$ cat config.mk
export PLATFORM = sky130hd
export DESIGN_NAME = jtag_shift_master
export DESIGN_NICKNAME = d
export VERILOG_FILES = /design/src/rtl/jtag_pkg_hdl.sv /design/src/rtl/jtag_tck_gen.sv /design/src/rtl/jtag_shift_master.sv
export SDC_FILE = /design/constraint.sdc
export NUM_CORES = 1
export LEC_CHECK = 0
export BUFFER_PORTS_ARGS = -buffer_cell sky130_fd_sc_hd__buf_4
export CAP_MARGIN = 20
export CELL_PAD_IN_SITES_DETAIL_PLACEMENT = 0
export CELL_PAD_IN_SITES_GLOBAL_PLACEMENT = 1
export CORE_ASPECT_RATIO = 0.7
export CORE_MARGIN = 2
export CORE_UTILIZATION = 46
export CTS_BUF_LIST = sky130_fd_sc_hd__clkbuf_8
export CTS_CLUSTER_DIAMETER = 30
export DETAILED_ROUTE_END_ITERATION = 10
export GPL_ROUTABILITY_DRIVEN = 0
export HOLD_SLACK_MARGIN = 0.12
export PLACE_DENSITY = 0.86
export SKIP_CTS_REPAIR_TIMING = 1
export SLEW_MARGIN = 10
export SYNTH_ARGS = -nofsm -noshare
export SYNTH_HDL_FRONTEND = slang
export SYNTH_HIERARCHICAL = 1
export SYNTH_SLANG_ARGS = --single-unit
$ cat constraint.sdc
create_clock -name clock -period 7.5 [get_ports clock]
set_clock_uncertainty 0.15 [all_clocks]
set_input_delay 0.75 -clock clock [delete_from_list [all_inputs] [get_ports clock]]
set_output_delay 0.75 -clock clock [all_outputs]
set_load 0.03 [all_outputs]
$ cat src/rtl/jtag_pkg_hdl.sv
// Shared types for the JTAG shift master: TAP state encoding, command opcodes,
// controller states and the TAP next-state function.
package jtag_pkg_hdl;

  localparam int JTAG_RESET_TMS_CNT = 5;

  typedef enum logic [3:0] {
    TLR       = 4'd0,
    RTI       = 4'd1,
    SEL_DR    = 4'd2,
    CAP_DR    = 4'd3,
    SHIFT_DR  = 4'd4,
    EXIT1_DR  = 4'd5,
    PAUSE_DR  = 4'd6,
    EXIT2_DR  = 4'd7,
    UPDATE_DR = 4'd8,
    SEL_IR    = 4'd9,
    CAP_IR    = 4'd10,
    SHIFT_IR  = 4'd11,
    EXIT1_IR  = 4'd12,
    PAUSE_IR  = 4'd13,
    EXIT2_IR  = 4'd14,
    UPDATE_IR = 4'd15
  } tap_state_t;

  typedef enum logic [1:0] {
    OP_DR    = 2'd0,
    OP_IR    = 2'd1,
    OP_RESET = 2'd2,
    OP_RSVD  = 2'd3
  } jtag_op_t;

  typedef enum logic [2:0] {
    ST_INIT  = 3'd0,
    ST_IDLE  = 3'd1,
    ST_CHECK = 3'd2,
    ST_RUN   = 3'd3,
    ST_WRAP  = 3'd4,
    ST_RESP  = 3'd5
  } ctl_state_t;

  // IEEE 1149.1 TAP transition taken at a TCK rise for the given TMS
  function automatic tap_state_t tap_next(input tap_state_t s, input logic tms);
    case (s)
      TLR:       tap_next = tms ? TLR       : RTI;
      RTI:       tap_next = tms ? SEL_DR    : RTI;
      SEL_DR:    tap_next = tms ? SEL_IR    : CAP_DR;
      CAP_DR:    tap_next = tms ? EXIT1_DR  : SHIFT_DR;
      SHIFT_DR:  tap_next = tms ? EXIT1_DR  : SHIFT_DR;
      EXIT1_DR:  tap_next = tms ? UPDATE_DR : PAUSE_DR;
      PAUSE_DR:  tap_next = tms ? EXIT2_DR  : PAUSE_DR;
      EXIT2_DR:  tap_next = tms ? UPDATE_DR : SHIFT_DR;
      UPDATE_DR: tap_next = tms ? SEL_DR    : RTI;
      SEL_IR:    tap_next = tms ? TLR       : CAP_IR;
      CAP_IR:    tap_next = tms ? EXIT1_IR  : SHIFT_IR;
      SHIFT_IR:  tap_next = tms ? EXIT1_IR  : SHIFT_IR;
      EXIT1_IR:  tap_next = tms ? UPDATE_IR : PAUSE_IR;
      PAUSE_IR:  tap_next = tms ? EXIT2_IR  : PAUSE_IR;
      EXIT2_IR:  tap_next = tms ? UPDATE_IR : SHIFT_IR;
      UPDATE_IR: tap_next = tms ? SEL_DR    : RTI;
      default:   tap_next = TLR;
    endcase
  endfunction

endpackage

$ cat src/rtl/jtag_tck_gen.sv
// TCK generator: divides the system clock by 2*CLK_DIV while run is high and
// flags the clock cycle on which TCK rises or falls. TCK parks low when stopped.
module jtag_tck_gen #(
  parameter int CLK_DIV = 2
) (
  input  logic clock,
  input  logic reset,
  input  logic run,
  output logic tck,
  output logic rise,
  output logic fall
);

  localparam int CW = (CLK_DIV > 1) ? $clog2(CLK_DIV) : 1;

  logic [CW-1:0] cnt;
  logic          wrap;

  assign wrap = run && (cnt == CW'(CLK_DIV - 1));
  assign rise = wrap && !tck;
  assign fall = wrap && tck;

  // Half-period counter; TCK toggles each time it wraps and is cleared when stopped
  always_ff @(posedge clock) begin
    if (!reset || !run) begin
      cnt <= '0;
      tck <= 1'b0;
    end else if (wrap) begin
      cnt <= '0;
      tck <= !tck;
    end else begin
      cnt <= cnt + 1'b1;
    end
  end

endmodule

$ cat src/rtl/jtag_shift_master.sv
// JTAG shift master: command/response front end driving TCK/TMS/TDI, tracking
// the TAP state and capturing TDO. Optional TRST_n output under JTAG_TRST_EN.
module jtag_shift_master
  import jtag_pkg_hdl::*;
#(
  parameter int DATA_W  = 32,
  parameter int LEN_W   = $clog2(DATA_W + 1),
  parameter int CLK_DIV = 2
) (
  input  logic              clock,
  input  logic              reset,
  input  logic              cmd_valid,
  output logic              cmd_ready,
  input  logic [1:0]        cmd_op,
  input  logic [LEN_W-1:0]  cmd_len,
  input  logic [DATA_W-1:0] cmd_data,
  output logic              rsp_valid,
  input  logic              rsp_ready,
  output logic [DATA_W-1:0] rsp_data,
  output logic              rsp_err,
  output logic [3:0]        tap_state,
  output logic              TCK,
  output logic              TMS,
  output logic              TDI,
  input  logic              TDO
`ifdef JTAG_TRST_EN
  , output logic            TRST_n
`endif
);

  localparam int IDX_W = (DATA_W > 1) ? $clog2(DATA_W) : 1;

  ctl_state_t        st;
  tap_state_t        ts;
  jtag_op_t          op_q;
  logic [LEN_W-1:0]  len_q;
  logic [DATA_W-1:0] data_q;
  logic [LEN_W-1:0]  bcnt;
  logic [2:0]        rcnt;
  logic              init_q;
  logic              run, rise, fall;
  logic              shifting, last_bit, resetting, done_rise, check_err;
  logic              scan_tms, next_tms;
  logic [IDX_W-1:0]  bidx;

  jtag_tck_gen #(.CLK_DIV(CLK_DIV)) u_tck (
    .clock (clock),
    .reset (reset),
    .run   (run),
    .tck   (TCK),
    .rise  (rise),
    .fall  (fall)
  );

  assign tap_state = ts;
  assign bidx      = bcnt[IDX_W-1:0];
  assign shifting  = (ts == SHIFT_DR) || (ts == SHIFT_IR);
  assign last_bit  = (bcnt == len_q - LEN_W'(1));
  assign resetting = init_q || (op_q == OP_RESET);
  assign check_err = (op_q == OP_RSVD) || (len_q == '0) || (len_q > LEN_W'(DATA_W));
  assign done_rise = resetting ? (rcnt == 3'(JTAG_RESET_TMS_CNT))
                               : ((ts == UPDATE_DR) || (ts == UPDATE_IR));
  assign next_tms  = resetting ? (rcnt < 3'(JTAG_RESET_TMS_CNT)) : scan_tms;

  // TMS a scan needs for the next rise, chosen from the TAP state just reached
  always_comb begin
    scan_tms = 1'b0;
    case (ts)
      RTI:                scan_tms = 1'b1;
      SEL_DR:             scan_tms = (op_q == OP_IR);
      SHIFT_DR, SHIFT_IR: scan_tms = last_bit;
      EXIT1_DR, EXIT1_IR: scan_tms = 1'b1;
      default:            scan_tms = 1'b0;
    endcase
  end

  // Control FSM: init walk, command accept/validate, TCK-strobed scan, response hold
  always_ff @(posedge clock) begin
    if (!reset) begin
      st        <= ST_INIT;
      ts        <= TLR;
      op_q      <= OP_DR;
      len_q     <= '0;
      data_q    <= '0;
      bcnt      <= '0;
      rcnt      <= '0;
      init_q    <= 1'b1;
      run       <= 1'b0;
      TMS       <= 1'b1;
      TDI       <= 1'b0;
      cmd_ready <= 1'b0;
      rsp_valid <= 1'b0;
      rsp_data  <= '0;
      rsp_err   <= 1'b0;
    end else begin
      case (st)
        ST_INIT: begin
          init_q <= 1'b1;
          rcnt   <= '0;
          run    <= 1'b1;
          st     <= ST_RUN;
        end
        ST_IDLE: begin
          if (cmd_valid && cmd_ready) begin
            cmd_ready <= 1'b0;
            op_q      <= jtag_op_t'(cmd_op);
            len_q     <= cmd_len;
            data_q    <= cmd_data;
            st        <= ST_CHECK;
          end
        end
        ST_CHECK: begin
          rsp_data <= '0;
          if (check_err) begin
            rsp_err   <= 1'b1;
            rsp_valid <= 1'b1;
            st        <= ST_RESP;
          end else begin
            rsp_err <= 1'b0;
            bcnt    <= '0;
            rcnt    <= '0;
            TMS     <= 1'b1;
            TDI     <= 1'b0;
            run     <= 1'b1;
            st      <= ST_RUN;
          end
        end
        ST_RUN: begin
          if (rise) begin
            ts <= tap_next(ts, TMS);
            if (resetting) begin
              rcnt <= rcnt + 1'b1;
            end
            if (!resetting && shifting) begin
              rsp_data[bidx] <= TDO;
              bcnt           <= bcnt + 1'b1;
            end
            if (done_rise) begin
              run <= 1'b0;
              st  <= ST_WRAP;
            end
          end else if (fall) begin
            TMS <= next_tms;
            TDI <= (!resetting && shifting) ? data_q[bidx] : 1'b0;
          end
        end
        ST_WRAP: begin
          TMS    <= 1'b0;
          TDI    <= 1'b0;
          init_q <= 1'b0;
          if (init_q) begin
            cmd_ready <= 1'b1;
            st        <= ST_IDLE;
          end else begin
            rsp_valid <= 1'b1;
            st        <= ST_RESP;
          end
        end
        ST_RESP: begin
          if (rsp_ready) begin
            rsp_valid <= 1'b0;
            rsp_err   <= 1'b0;
            rsp_data  <= '0;
            cmd_ready <= 1'b1;
            st        <= ST_IDLE;
          end
        end
        default: st <= ST_INIT;
      endcase
    end
  end

`ifdef JTAG_TRST_EN
  // TRST_n is held low through the init walk and every TAP-reset command
  always_ff @(posedge clock) begin
    if (!reset) begin
      TRST_n <= 1'b0;
    end else if (st == ST_CHECK && !check_err && op_q == OP_RESET) begin
      TRST_n <= 1'b0;
    end else if (st == ST_WRAP) begin
      TRST_n <= 1'b1;
    end
  end
`endif

endmodule
# == After elaboration in Yosys (flattened, before gate mapping) ==
# Cells that the tools add are included.
# totals
wordCells,169
regBits,97
out_inout_bits,42
inputBits,45
# classes
addsub,4
n_lt_le_gt_ge,4
n_mux,63
n_eq_ne,37
n_reduce_logical,44
# ops
operator,n
2-to-1 mux 32 bit,3
one-hot mux 32 bit (3 select lines),1
one-hot mux 4 bit (12 select lines),1
2-to-1 mux 3 bit,11
bitwise mux 32 bit,1
== test 4 bit (second input constant),8
AND reduction 4 bit,8
inequality test 2 bit (second input constant),12
2-to-1 mux 1 bit,23
2-to-1 mux 6 bit,3
one-hot mux 1 bit (3 select lines),6
one-hot mux 3 bit (6 select lines),1
== test 4 x 3 -> 1 bit (second input constant),4
2-to-1 mux 4 bit,4
nonzero test 3 bit,5
one-hot mux 6 bit (2 select lines),1
== test 3 bit (second input constant),3
one-hot mux 3 bit (3 select lines),1
== test 4 x 2 -> 1 bit (second input constant),2
OR reduction 2 bit,4
adder 6 x 1 -> 6 bit (second input constant),1
== test 3 x 2 -> 1 bit (second input constant),2
== test 6 bit,1
greater-than comparator 6 bit (second input constant),1
23 further kinds,45

# == Logic depth before layout (Yosys ltp) ==
# Gate-level depths: netlist of run 1.
# depth
word_depth,8
depth_mapped,8
mapped_depth_nobuf,7

# == Modules after synthesis ==
# The synthesis of run 1 kept the hierarchy.
# by_module_without_submodules
module,n_inst,seq_area_each_um2,cells_per_inst,area_each_um2
jtag_shift_master,1,1901.8,565,4633.2
jtag_tck_gen,1,40.0,9,75.1

# == Least setup slack after synthesis of run 1 ==
# No wires, ideal clock.
# synth_timing
path_type,register to register
from,"reg ts[2], in the netlist tap_state[2]"
to,reg bcnt[4]
required_ns,7.275
setup_ns,0.075
t_arrival_ns,2.368
slack_ns,4.907
period_less_slack_ns,2.593
stages_incl_launch_ff,6
n_path_buf,0
cell_sequence,dfxtp_1 -> or4b_4 -> a2111oi_4 -> o21ba_2 -> or4_1 -> o22ai_1
# synth_via
elab_chain_cells,5
elab_cells_between_ends,6
cone_classes,3 x eq/ne; 3 x reduce/logical
# synth_rtl
item,line,rtl
start: declaration,jtag_shift_master.sv:34,tap_state_t ts;
start signal: assignment,jtag_shift_master.sv:130,"ts <= tap_next(ts, TMS);"
== test 4 x 3 -> 1 bit or == test 4 bit (tied branches),jtag_shift_master.sv:57,assign shifting = (ts == SHIFT_DR) || (ts == SHIFT_IR);
logical OR 1 bit (*),jtag_shift_master.sv:57,
logical AND 1 bit (*),jtag_shift_master.sv:134,if (!resetting && shifting) begin
inequality test 2 bit (no line) (*),n/a,
AND reduction 4 bit (no line) (*),n/a,
end signal: assignment,jtag_shift_master.sv:136,bcnt <= bcnt + 1'b1;
end: declaration,jtag_shift_master.sv:38,logic [LEN_W-1:0] bcnt;
# Mark *: on every way between the ends. The rest lies on a longest branch, timed or not.
# A chain may end at the register's enable or synchronous reset.

# == Worst setup path in the final report of run 1 ==
# layout_timing
from,reg run
to,reg bcnt[4]
# layout_via
elab_chain_cells,4
# layout_rtl
item,line,rtl
start: declaration,jtag_shift_master.sv:41,"logic run, rise, fall;"
start signal: assignment,jtag_shift_master.sv:88,run <= 1'b0;
start signal: assignment,jtag_shift_master.sv:100,run <= 1'b1;
start signal: assignment,jtag_shift_master.sv:124,run <= 1'b1;
logical AND 1 bit,jtag_tck_gen.sv:19,assign wrap = run && (cnt == CW'(CLK_DIV - 1));
logical AND 1 bit,jtag_tck_gen.sv:20,assign rise = wrap && !tck;
named net rise,jtag_shift_master.sv:41,
inequality test 2 bit (no line),n/a,
AND reduction 4 bit (no line),n/a,
# The timed path passes the listed nets, and every way through them passes these cells.

==> results.ini, run 1 <==
[worst_setup_path]
crit_family = simple AND/OR/NAND/NOR gates
reg2reg_slack_ns = 4.54
ff2ff_path_depth = 7
r2r-start = run
crit_arrival_ns = 3.12
endpoint = bcnt[4]
critPathMaxFanout = 10
cp_num_buf_inv = 0
critPathMaxStageDelay_ns = 0.69
worstSetupEndpointType = register
crit_slowest_cell = a2111oi_4
crit_start = run
r2r-end = bcnt[4]
cp_num_cells = 7
startpoint_type = register
cp.required_ns = 7.66
worstPathCellList = nand2_1, nor2_1, nand4b_1, a2111oi_4, o21ba_2, or4_1, o22ai_1
critPathKind = reg2reg

[die]
initial_core_util_pct = 47.9
row_count = 30
coreArea_um2 = 9830
die_h_um = 88.6
die_w_um = 125
ios = 87
die_area_um2 = 11100

[sta]
max_slew_margin_pct = 29.1
finalMaxSlewViolations = 0
fin_crit_sh_pct = 39.5
fmax_ghz = 0.338
finalSetupTns_ns = 0
worstMarginPinSlew_ns = 1.06
hold_violations = 0
min_period_ns = 2.96
rsz0062_at_grt = no
setup_viol = 0

[placed_design]
postPlaceCellArea_um2 = 5360
dp_hpwl_um = 8210
port_buffers = 86

[yosys]
ys_types = 66
synth_area_per_cell_um2 = 8.20
yosys_warnings = 6
synth-edff-count = 0
syn_nets = 627
yosysSeqAreaShare_pct = 41.2
syn_inst = 574
synth_ff_type = dfxtp_1
postSynth.asyncResetShare_pct = 0
ys_ff_latch = 97
synth_area_um2 = 4710

[finish]
syn2layout_area_growth_pct = 19.0
drive_above_1_share_pct = 18.5
filler_cell_count = 915
antennaDiodeCount = 0
final_common_cell = nand2_1
final_nets = 681
fin_area_um2 = 5600
final_cell_mix = 129 x nand2_1, 97 x dfxtp_1, 89 x buf_4

[pwr]
irDropWorstVdd_uv = 120
p_per_area_nw_per_um2 = 219
leakagePower_nw = 2.04

[global_route]
grt_pass1_vias = 3755
grt_usage_pct = 21.6
grt_pass1_wl_um = 19100
antenna_found_initial = 0
grt-ovfl-total = 0
grt_max_degree = 52

[drt]
drc = 0
wirelength_um = 11800
drt-initial-drc-count = 321
vias_per_cell = 5.66
vias = 4305
dr.pass1.iters = 5
routedWlPerCell_um = 15.5
ant_nets = 0

[cts]
clk_latency_ns = 0.38
cts.htree.levels = 3
clock_tree.root_cell = clkbuf_8
cts_buffers = 9
clk_pin_slew_ns = 0.10
cts_sinks = 97
cts_buffer_depth = 2
tritoncts = done

[hold_path]
hold_class = reg2reg

[outcome]
outcome = finished clean

[run]
maxCapViolations = 0

## metal layers
metal  vias up  track usage (%)  share of wire (%)
li1       2151                -                  -
met1      2014             32.7                 51
met2       133             30.3                 42
met3         7             5.32                5.7
met4         0             6.06               0.77
met5         -                0                  0
## tightest hold or removal path: cells and delay by family, from the launching register on
kind	cells	cell delay, ns
DFF	1	0.32
and+or+nand+nor	1	0.05
AOI/OAI and AO/OA	1	0.05
## power by group
group	total [mW]	switching, mW	leakage [nW]	internal [mW]
clock	0.390	0.191	0.116	0.199
combinational	0.239	0.136	1.14	0.103
sequential	0.596	0.0529	0.783	0.543
## sequential cells by signal, indices dropped and copies added (netlist names)
signal     flops
u_tck/tck      1
init_q         1
len_q          6
cmd_ready      1
rsp_err        1
st             3
rsp_data      32
u_tck/cnt      1
tap_state      4
TDI            1
TMS            1
rcnt           3
run            1
data_q        32
rsp_valid      1
bcnt           6
op_q           2
## stage by stage
step	hold slack [ns]	worst slack, ns	std cells	utilization (%)	power [mW]
floorplan	0.283	4.91	574	-	0.772
global placement	0.291	4.69	743	54.5	0.835
detailed placement	0.297	4.56	743	54.5	0.841
CTS	0.310	4.54	759	56.8	1.23
global route	0.332	4.26	761	57.0	1.28
finish	0.307	4.54	761	57.0	1.22
## cell type report
type / count / area, µm² / share of cell area (%)
Timing Repair Buffer: 91 / 684 / 12.2
Sequential cell: 97 / 1940 / 34.7
Multi-Input combinational cell: 417 / 2540 / 45.4
Clock buffer: 10 / 138 / 2.46
Clock inverter: 6 / 91.3 / 1.63
Inverter: 12 / 45.0 / 0.804
Tap cell: 128 / 160 / 2.86
## kinds of logic after synthesis
family	Yosys count	share of synthesized area, %
buffers and inverters	60	4.86
AND/OR/NAND/NOR	233	23.1
AO/OA/AOI/OAI	144	21.4
XOR/XNOR	14	2.60
adder cells (fa/ha/maj)	8	2.13
multiplexers	18	4.62
flip-flops	97	41.2
## synth_stat cells (5+ instances only)
master	instances	share of area [%]
a21oi_1	54	5.7
a32o_1	21	4.5
and3_1	5	0.66
clkbuf_1	41	3.3
dfxtp_1	97	41
ha_1	8	2.1
inv_1	11	0.88
mux2i_1	15	3.2
nand2_1	129	10
nand3_1	12	1.3
nand3b_1	5	0.80
nand4_1	7	0.93
nor2_1	30	2.4
nor2b_1	5	0.66
nor3_1	9	0.96
nor3b_1	6	0.96
o211ai_1	7	1.1
o21ai_0	6	0.64
o21ai_1	10	1.1
o22ai_1	9	1.2
xnor2_1	8	1.5
xor2_1	6	1.1
## worst min path at each step
stage | from | depth (start not counted) | end | slack, ns
floorplan | data_q[10] | 2 | data_q[10] | 0.28
global placement | data_q[8] | 2 | data_q[8] | 0.29
detailed placement | data_q[17] | 2 | data_q[17] | 0.30
CTS | data_q[17] | 2 | data_q[17] | 0.31
global route | data_q[12] | 2 | data_q[12] | 0.33
finish | data_q[6] | 2 | data_q[6] | 0.31
No activity file was read; power rests on OpenSTA's default activity.
==> run 2: changes to the inputs <==
Settings changed: ABC_AREA from default to 1, CORE_UTILIZATION 46 to 37, PLACE_DENSITY 0.86 to 0.76.
Clock period 7.5 ns to 2.5 ns, I/O delays scaled along.
==> run 2 against run 1 <==
- routed wire length grew 26%
- synthesized cell count increased by 40%
- core utilization fell by 9.1 points
- sequential cell count stayed put
- final cell count up 45%
- cell area up 19%
- via count increased by 26%
- critical path type unchanged
- largest power group unchanged
- highest routed layer unchanged
==> results.ini, run 2 <==
[finish]
final_cell_mix = 212 x nand2_1, 102 x buf_4, 97 x dfxtp_1
final_nets = 961
filler_cell_count = 1399
syn2layout_area_growth_pct = 26.5
final_common_cell = nand2_1
reg.largest.list = data_q: 32 flops, rsp_data: 32 flops
drive_above_1_share_pct = 15.1
antennaDiodeCount = 0
fin_area_um2 = 6660

[sta]
worstMarginPinSlew_ns = 0.852
whs_ns = 0.0922
rsz0062_at_grt = no
max_slew_margin_pct = 43.1
finalSetupTns_ns = 0
fmax_ghz = 0.459
setup_ws_ns = 0.322
setup_viol = 0
fin_crit_sh_pct = 87.1
min_period_ns = 2.18
finalMaxSlewViolations = 0
hold_violations = 0

[cts]
cts_sinks = 97
clk_pin_slew_ns = 0.09
clock_tree.root_cell = clkbuf_8
cts_buffers = 9
cts_buffer_depth = 2
clk_latency_ns = 0.38
cts.htree.levels = 3
tritoncts = done

[worst_setup_path]
startpoint_type = register
critPathMaxFanout = 31
worstSetupEndpointType = register
critPathKind = reg2reg
cp.required_ns = 2.65
crit_arrival_ns = 2.33
reg2reg_slack_ns = 0.32

[pwr]
irDropWorstVdd_uv = 334
p_per_area_nw_per_um2 = 625
leakagePower_nw = 2.70
p_total_mw = 4.16

[drt]
vias_per_cell = 4.94
wirelength_um = 14800
vias = 5444
routedWlPerCell_um = 13.5
ant_nets = 0
drc = 0
dr.pass1.iters = 5
drt-initial-drc-count = 343

[die]
initial_core_util_pct = 37.8
die_h_um = 104
die_area_um2 = 15200
coreArea_um2 = 13900
die_w_um = 147
ios = 87
row_count = 36

[run]
maxCapViolations = 0

[outcome]
outcome = finished clean

[yosys]
syn_inst = 802
yosys-top-cells-count = 212 x nand2_1, 97 x dfxtp_1, 89 x a21oi_1
yosys.cell_count.top_type = nand2_1
ys_ff_latch = 97
ys_types = 34
synth_top_area_share_pct = 36.9
postSynth.asyncResetShare_pct = 0
synth_area_um2 = 5260
synth_ff_type = dfxtp_1
yosysSeqAreaShare_pct = 36.9
syn_nets = 855
yosys_warnings = 6
yosysTopAreaCell = dfxtp_1
synth-edff-count = 0
synth_area_per_cell_um2 = 6.56
synth_area_leaders = dfxtp_1 37%, nand2_1 15%, a21oi_1 8.5%

[placed_design]
place_ws_ns = 0.363
postPlaceCellArea_um2 = 6050
dp_hpwl_um = 10300
port_buffers = 86

[global_route]
grt_max_degree = 82
grt_pass1_wl_um = 23800
grt_pass1_vias = 4756
antenna_found_initial = 0
grt_usage_pct = 19.0
grt-ovfl-total = 0

[hold_path]
hold_class = in2reg

==> run 2: cell count changes in the layout (fill, tap and decap cells not counted), moves of 15 or more <==
cell | before | now
mux2i_1 | 15 | 0
nand3_1 | 12 | 60
dlygate4sd3_1 | 0 | 39
nor2_1 | 30 | 49
inv_1 | 12 | 81
o21ai_0 | 6 | 66
nand2_1 | 129 | 212
a21oi_1 | 54 | 89
a32o_1 | 21 | 0
nand4_1 | 7 | 41
==> run 2: worst paths after layout <==
check / startpoint / cells after the start / to
setup reg to reg: tap_state[3] / 10 / bcnt[3]
hold reg to reg: data_q[8] / 2 / data_q[8]
setup / recovery: tap_state[3] / 10 / bcnt[3]
hold / removal: cmd_data[31] / 3 / data_q[31]
==> run 2: through the flow <==
stage	util [%]	cells
final	47.9	1103
after global routing	47.9	1103
after CTS	45.0	1064
after detailed placement	43.5	1048
after global placement	43.5	1048
after floorplan	-	802
==> run 2: cell families (layout without fill, tap and decap cells) <==
logic type,count (synthesis),count (layout),synth area share [%]
XOR/XNOR,8,8,1.33
AO/OA/AOI/OAI,175,175,17.6
AND/OR/NAND/NOR,377,377,31.6
adder cells (fa/ha/maj),8,8,1.90
buffers and inverters,137,248,10.6
flip-flops,97,97,36.9
==> run 2: critical path, stage by stage (launching register included) <==
cell	delay (ns)
dfxtp_1	0.44
inv_1	0.10
nor2_2	0.13
nand2_1	0.10
a21oi_2	0.20
nand2_2	0.12
nor2_8	0.37
inv_2	0.14
nand2_2	0.12
nand2_1	0.08
a21oi_1	0.14
==> run 2: area by class of cell <==
class	instances	area [µm²]	share of cell area, %
clock buffer	10	138	2.07
tap	190	238	3.57
clock inverter	6	83.8	1.26
inverter	91	342	5.13
timing repair buffer	141	1160	17.4
multi-input combinational	568	2760	41.5
sequential	97	1940	29.2
==> run 2: per-layer routing <==
| metal | wire length [µm] | global-route usage [%] | vias to the layer above |
|---|---|---|---|
| met5 | 0 | 0 | - |
| met4 | 236 | 4.92 | 0 |
| met3 | 847 | 4.93 | 22 |
| met2 | 6380 | 28.1 | 156 |
| met1 | 7380 | 27.5 | 2419 |
| li1 | - | - | 2847 |
==> run 2: power by group <==
| group | leakage [nW] | switching [mW] | total [mW] | internal (mW) |
|---|---|---|---|---|
| sequential | 0.784 | 0.0833 | 1.73 | 1.65 |
| combinational | 1.80 | 0.818 | 1.28 | 0.463 |
| clock | 0.115 | 0.563 | 1.15 | 0.586 |
